## src/rtl/p405s_mac_add_arb.sv

```systemverilog
// p405s_mac_add_arb
// Sequencer and arbiter for the shared 33-bit MAC adder (SUM[32:0], CO = carry
// out of bit 31). Two requesters share the adder: R0 (MAC accumulate, priority)
// and R1 (iterative divide / multi-word). A single-word op is one 33-bit add; a
// double-word op is a 65-bit add chained over two adder cycles, with the low
// word's CO fed back as the high word's carry-in.
//
// Handshake: a requester raises REQ with DBL/A/B/CI stable and holds them until
// its GNT pulses. GNT is a one-cycle accept pulse: the operands are sampled on
// the clock edge that ends the GNT cycle and never at any other time. A REQ
// withdrawn before GNT is simply forgotten. The result appears as a one-cycle
// RES_VLD pulse tagged with RES_ID; RES_SUM/RES_CO hold until the next pulse.
//
// Timing from the accept cycle T:
//   single: T accept, T+1 LO, T+2 DONE (RES_VLD)
//   double: T accept, T+1 LO, T+2 HI, T+3 DONE (RES_VLD)
// DONE accepts a new request exactly like IDLE, so results and grants can
// coincide and back-to-back ops run without a bubble.

module p405s_mac_add_arb #(
    parameter int STARVE_LIM = 3,
    parameter int CNT_W      = 2
) (
    input  logic        CB,
    input  logic        resetCore_N,

    input  logic        R0_REQ,
    input  logic        R0_DBL,
    input  logic [64:0] R0_A,
    input  logic [64:0] R0_B,
    input  logic        R0_CI,

    input  logic        R1_REQ,
    input  logic        R1_DBL,
    input  logic [64:0] R1_A,
    input  logic [64:0] R1_B,
    input  logic        R1_CI,

    output logic        R0_GNT,
    output logic        R1_GNT,

    output logic [32:0] ADD_A,
    output logic [32:0] ADD_B,
    output logic        ADD_CI,
    input  logic [32:0] ADD_SUM,
    input  logic        ADD_CO,

    output logic        RES_VLD,
    output logic        RES_ID,
    output logic [64:0] RES_SUM,
    output logic        RES_CO,
    output logic        BUSY
);

    typedef enum logic [1:0] {
        ST_IDLE = 2'd0,
        ST_LO   = 2'd1,
        ST_HI   = 2'd2,
        ST_DONE = 2'd3
    } state_e;

    localparam logic [CNT_W-1:0] LIM = CNT_W'(STARVE_LIM);

    // FSM and datapath registers
    state_e             state_q;
    logic               dbl_q;      // current op is a double-word add
    logic               id_q;       // current op owner
    logic [32:0]        a_hi_q;     // high words kept for the HI cycle
    logic [32:0]        b_hi_q;
    logic [31:0]        lo_q;       // low-word sum of a double op
    logic [32:0]        add_a_q;
    logic [32:0]        add_b_q;
    logic               add_ci_q;
    logic               res_vld_q;
    logic               res_id_q;
    logic [64:0]        res_sum_q;
    logic               res_co_q;

    // Starvation counter: R0 grants given while R1 was waiting
    logic [CNT_W-1:0]   cnt_q;
    logic [CNT_W-1:0]   cnt_d;

    // Arbitration signals
    logic               can_accept;
    logic               starved;
    logic               r0_win;
    logic               r1_win;
    logic               accept;
    logic               sel_dbl;
    logic               sel_ci;
    logic [64:0]        sel_a;
    logic [64:0]        sel_b;

    // Arbitration: only IDLE/DONE may accept. R0 has priority unless R1 has
    // been passed over STARVE_LIM times in a row. GNT is also held low while
    // reset is asserted so every output is quiet during reset.
    always_comb begin
        can_accept = resetCore_N && ((state_q == ST_IDLE) || (state_q == ST_DONE));
        starved    = R1_REQ && (cnt_q == LIM);
        r0_win     = can_accept && R0_REQ && !starved;
        r1_win     = can_accept && R1_REQ && (!R0_REQ || starved);
        accept     = r0_win || r1_win;
        sel_dbl    = r1_win ? R1_DBL : R0_DBL;
        sel_ci     = r1_win ? R1_CI  : R0_CI;
        sel_a      = r1_win ? R1_A   : R0_A;
        sel_b      = r1_win ? R1_B   : R0_B;
    end

    // Next starvation count: clears whenever R1 is not waiting or is served,
    // counts R0 grants that jumped ahead of R1, saturating at the limit.
    always_comb begin
        cnt_d = cnt_q;
        if (!R1_REQ || r1_win) begin
            cnt_d = '0;
        end else if (r0_win && (cnt_q != LIM)) begin
            cnt_d = cnt_q + CNT_W'(1);
        end
    end

    // Starvation counter register
    always_ff @(posedge CB or negedge resetCore_N) begin
        if (!resetCore_N) begin
            cnt_q <= '0;
        end else begin
            cnt_q <= cnt_d;
        end
    end

    // Sequencer: accept/launch, low word, high word, result pulse
    always_ff @(posedge CB or negedge resetCore_N) begin
        if (!resetCore_N) begin
            state_q   <= ST_IDLE;
            dbl_q     <= 1'b0;
            id_q      <= 1'b0;
            a_hi_q    <= '0;
            b_hi_q    <= '0;
            lo_q      <= '0;
            add_a_q   <= '0;
            add_b_q   <= '0;
            add_ci_q  <= 1'b0;
            res_vld_q <= 1'b0;
            res_id_q  <= 1'b0;
            res_sum_q <= '0;
            res_co_q  <= 1'b0;
        end else begin
            case (state_q)
                ST_IDLE, ST_DONE: begin
                    // The result pulse lasts exactly the DONE cycle.
                    res_vld_q <= 1'b0;
                    if (accept) begin
                        dbl_q  <= sel_dbl;
                        id_q   <= r1_win;
                        a_hi_q <= sel_a[64:32];
                        b_hi_q <= sel_b[64:32];
                        // Low word of a double op has bit 32 forced to 0 so
                        // SUM[32] of that cycle is the plain 32-bit carry.
                        if (sel_dbl) begin
                            add_a_q <= {1'b0, sel_a[31:0]};
                            add_b_q <= {1'b0, sel_b[31:0]};
                        end else begin
                            add_a_q <= sel_a[32:0];
                            add_b_q <= sel_b[32:0];
                        end
                        add_ci_q <= sel_ci;
                        state_q  <= ST_LO;
                    end else begin
                        // Adder operands hold their last value while idle.
                        state_q <= ST_IDLE;
                    end
                end

                ST_LO: begin
                    if (dbl_q) begin
                        lo_q     <= ADD_SUM[31:0];
                        add_a_q  <= a_hi_q;
                        add_b_q  <= b_hi_q;
                        add_ci_q <= ADD_CO;
                        state_q  <= ST_HI;
                    end else begin
                        res_sum_q <= {32'b0, ADD_SUM};
                        res_co_q  <= ADD_CO;
                        res_id_q  <= id_q;
                        res_vld_q <= 1'b1;
                        state_q   <= ST_DONE;
                    end
                end

                ST_HI: begin
                    res_sum_q <= {ADD_SUM, lo_q};
                    res_co_q  <= ADD_CO;
                    res_id_q  <= id_q;
                    res_vld_q <= 1'b1;
                    state_q   <= ST_DONE;
                end

                default: begin
                    state_q <= ST_IDLE;
                end
            endcase
        end
    end

    assign R0_GNT  = r0_win;
    assign R1_GNT  = r1_win;
    assign ADD_A   = add_a_q;
    assign ADD_B   = add_b_q;
    assign ADD_CI  = add_ci_q;
    assign RES_VLD = res_vld_q;
    assign RES_ID  = res_id_q;
    assign RES_SUM = res_sum_q;
    assign RES_CO  = res_co_q;
    assign BUSY    = (state_q != ST_IDLE);

endmodule

```

## config.mk

```make
export PLATFORM = sky130hd
export DESIGN_NAME = p405s_mac_add_arb
export DESIGN_NICKNAME = d
export VERILOG_FILES = /design/src/rtl/p405s_mac_add_arb.sv
export SDC_FILE = /design/constraint.sdc
export NUM_CORES = 1
export LEC_CHECK = 0
export ABC_AREA = 1
export BUFFER_PORTS_ARGS = -buffer_cell sky130_fd_sc_hd__buf_2
export CORE_AREA = 2 2 169 171
export DETAILED_ROUTE_END_ITERATION = 8
export DIE_AREA = 0 0 171 173
export PLACE_DENSITY = 0.72
export SYNTH_ARGS = -nofsm -noshare
export SYNTH_HDL_FRONTEND = slang
export SYNTH_SLANG_ARGS = --single-unit
```

## constraint.sdc

```tcl
create_clock -name CB -period 2.4 [get_ports CB]
set_clock_uncertainty 0.1 [all_clocks]
set_input_delay 0.48 -clock CB [delete_from_list [all_inputs] [get_ports CB]]
set_output_delay 0.48 -clock CB [all_outputs]
set_load 0.1 [all_outputs]
```

==> metrics.md <==
| Metric | Value |
|---|---|
| Share of the synthesized area in the top cell type | 52.2% |
| Final nets | 2196 |
| Worst EP required | between 1.5 and 2 ns |
| Syn_nets | 1794 |
| Slowest CP cell | dlygate4sd3_1 |
| Dominant cell type by area after synthesis | dfrtp_1 |
| CTS clock-pin slew for the worst setup and hold paths | 0.06 ns |
| Maxcap violations | 0 |
| Reg2reg path depth | 10 |
| Die Y | 173 µm |
| DRT Pass-1 Iters | 6 |
| Antenna violations before repair | 7 |
| CTS Buffer Depth | 3 |
| Gr usage total | between 20% and 30% |
| CTS tree | yes |
| Global route total overflow | 0 |
| Antenna-violating nets left | 0 |
| Post-synth EDFFs | 0 |
| Slew @ Worst Pin | about 0.94 ns |
| Final hold viol count | 0 |
| Placed wire-length estimate | about 27 mm |
| Wire length per cell | 16.8 µm |
| Vias in the first global route | 11200 |
| Peak fanout along the critical path | 9 |
| Via count | 11600 |
| Setup CP Type | in2out |
| Core ar. | 27600 µm² |
| Critical Path, Cell by Cell | dlygate4sd3_1 -> buf_8 -> inv_1 -> nor2_4 -> nand3_4 -> clkinv_4 -> buf_12 |
| Distinct cell type count after synthesis | 23 |
| Outcome | completed |
| Max Slew Vio Count | 0 |
| Post-synth top cells | nand2_1 (639), dfrtp_1 (239), nand3_1 (205) |
| Crit share post-route | 98.9% |
| Cts bufs inserted | 27 |
| Tmin final | 2.37 ns |
| GPL Wtd Cong | ~0.94 |
| Worst hold path type | in2reg |
| Post-synthesis to final-layout area growth | 32.0% |
| Slew headroom | between 30% and 40% |
| Post-synth top flop | dfrtp_1 |
| Ranking of synthesized cells by area | dfrtp_1 (52%), nand2_1 (21%), nand3_1 (9.0%), o21ai_0 (4.5%), o211ai_1 (4.1%) |
| Largest net degree at the start of global routing | 177 |
| Critical Path AT | about 1.8 ns |
| Sequential area share after synthesis | 52.2% |
| Worst-Skew Late Latency | between 0.5 and 0.6 ns |
| # IOs | 440 |
| DR iter-0 viols | about 1000 |
| CP Capture Type | primary output |
| Final WL | 38.7 mm |
| Ys Warns | 0 |
| Worst hold path depth | 3 |
| Syn Area/Cell | 7.69 µm² |
| Setup TNS | 0 ns |
| Number of I/O port buffers | 439 |
| Vias per Instance | 5.05 |
| Die W | 171 µm |
| CP startpoint kind | input pin |
| RSZ-0062 raised after global routing | no |
| Post-synthesis cell count | 1488 |
| Die area | 29600 µm² |
| Post-synth ARST share | 100% |
| Slowest stage delay, CP | 0.60 ns |
| Root Buffer | clkbuf_16 |
| Row cnt | 61 |
| CTS H-tree lvls | 1 |
| Synthesized cell area | 11400 µm² |
| Yosys reg bits | 239 |
| Finish-stage setup viols | 0 |
| Layout cells sized above 1 | 28.4% |
| Initial Util | about two fifths |
| DRC | 0 |
| Global-route wire length before repair | 60.6 mm |
| Clock sink total | 239 |
| FMAX | 0.421 GHz |
| Leading cell type by number of instances after synthesis | nand2_1 |
==> cell usage in the layout, fill, tap and decap left out, types with 2 or more instances in the layout <==
cell / n
nand2_1: 636
buf_2: 436
dfrtp_1: 239
nand3_1: 205
inv_1: 106
o21ai_0: 103
o211ai_1: 62
clkbuf_16: 27
buf_4: 26
buf_12: 12
clkinv_2: 9
diode_2: 7
nor2_1: 7
inv_2: 6
bufinv_16: 6
nand2_2: 4
nor2_4: 3
clkinv_4: 3
clkbuf_1: 3
a21oi_1: 2
ha_2: 2
==> path summary, 6_finish.rpt <==
check,startpoint,endpoint,slack [ns]
hold / removal,R1_B[64],b_hi_q[32],0.09
min in group asynchronous,resetCore_N,state_q[1],0.29
hold reg to reg,ADD_A[14],ADD_A[14],0.38
setup reg to reg,cnt_q[0],a_hi_q[0],0.37
setup / recovery,resetCore_N,R1_GNT,0.03
max in group asynchronous,resetCore_N,b_hi_q[17],0.68
==> stage by stage <==
stage / setup slack (ns) / hold slack [ns] / instance area, µm² / util [%] / instances
after floorplan: 0.0763 / 0.0844 / 11500 / - / 1488
after global placement: 0.337 / 0.187 / 14000 / 50.8 / 2229
after detailed placement: 0.248 / 0.189 / 14000 / 50.8 / 2229
after CTS: 0.0128 / 0.0740 / 15100 / 54.5 / 2283
after global routing: 0.00426 / 0.0941 / 15100 / 54.7 / 2294
final: 0.0254 / 0.0888 / 15100 / 54.7 / 2295
==> layer usage <==
metal	part of all wire [%]	vias to the layer above	global-route usage (%)
met5	0.034	-	0
met4	3.7	2	10.0
li1	-	5550	-
met1	41	5431	33.4
met2	48	514	42.0
met3	7.4	92	4.17
==> timing repair <==
action,4_1_cts,5_1_grt
resized for setup,6,3
hold buffers,1,0
setup endpoints to repair,2,2
endpoints found under the hold margin,5,0
setup buffers,4,5
pin swaps,2,0
==> final cells by class <==
| class | count | area [µm²] |
|---|---|---|
| clock inverter | 18 | 250 |
| sequential | 239 | 5980 |
| inverter | 113 | 429 |
| clock buffer | 31 | 701 |
| fill | 2666 | 12500 |
| multi-input combinational | 1033 | 4620 |
| timing repair buffer | 476 | 2640 |
| antenna | 7 | 17.5 |
| tap | 378 | 473 |
==> flip-flops by register name, indices dropped and copies added (netlist names), 2 cells and up <==
name / flops
cnt_q: 2
ADD_B: 33
state_q: 2
a_hi_q: 33
b_hi_q: 33
ADD_A: 33
RES_SUM: 65
lo_q: 32
==> cell families (layout without fill, tap and decap cells) <==
kind of cell,after synthesis,in the layout,share of synthesized area (%)
AO/OA/AOI/OAI,169,169,8.78
adder cells (fa/ha/maj),4,4,0.437
buffers and inverters,216,638,7.78
flip-flops,239,239,52.2
other,0,7,0
AND/OR/NAND/NOR,860,860,30.8
==> critical path: cells and delay by family <==
| kind | cells | cell delay (ns) |
|---|---|---|
| and+or+nand+nor | 2 | 0.24 |
| buffers and inverters | 5 | 1.06 |
Power is not shown: default switching activity piles up to over one toggle a cycle in this logic, so the estimate is an artifact.
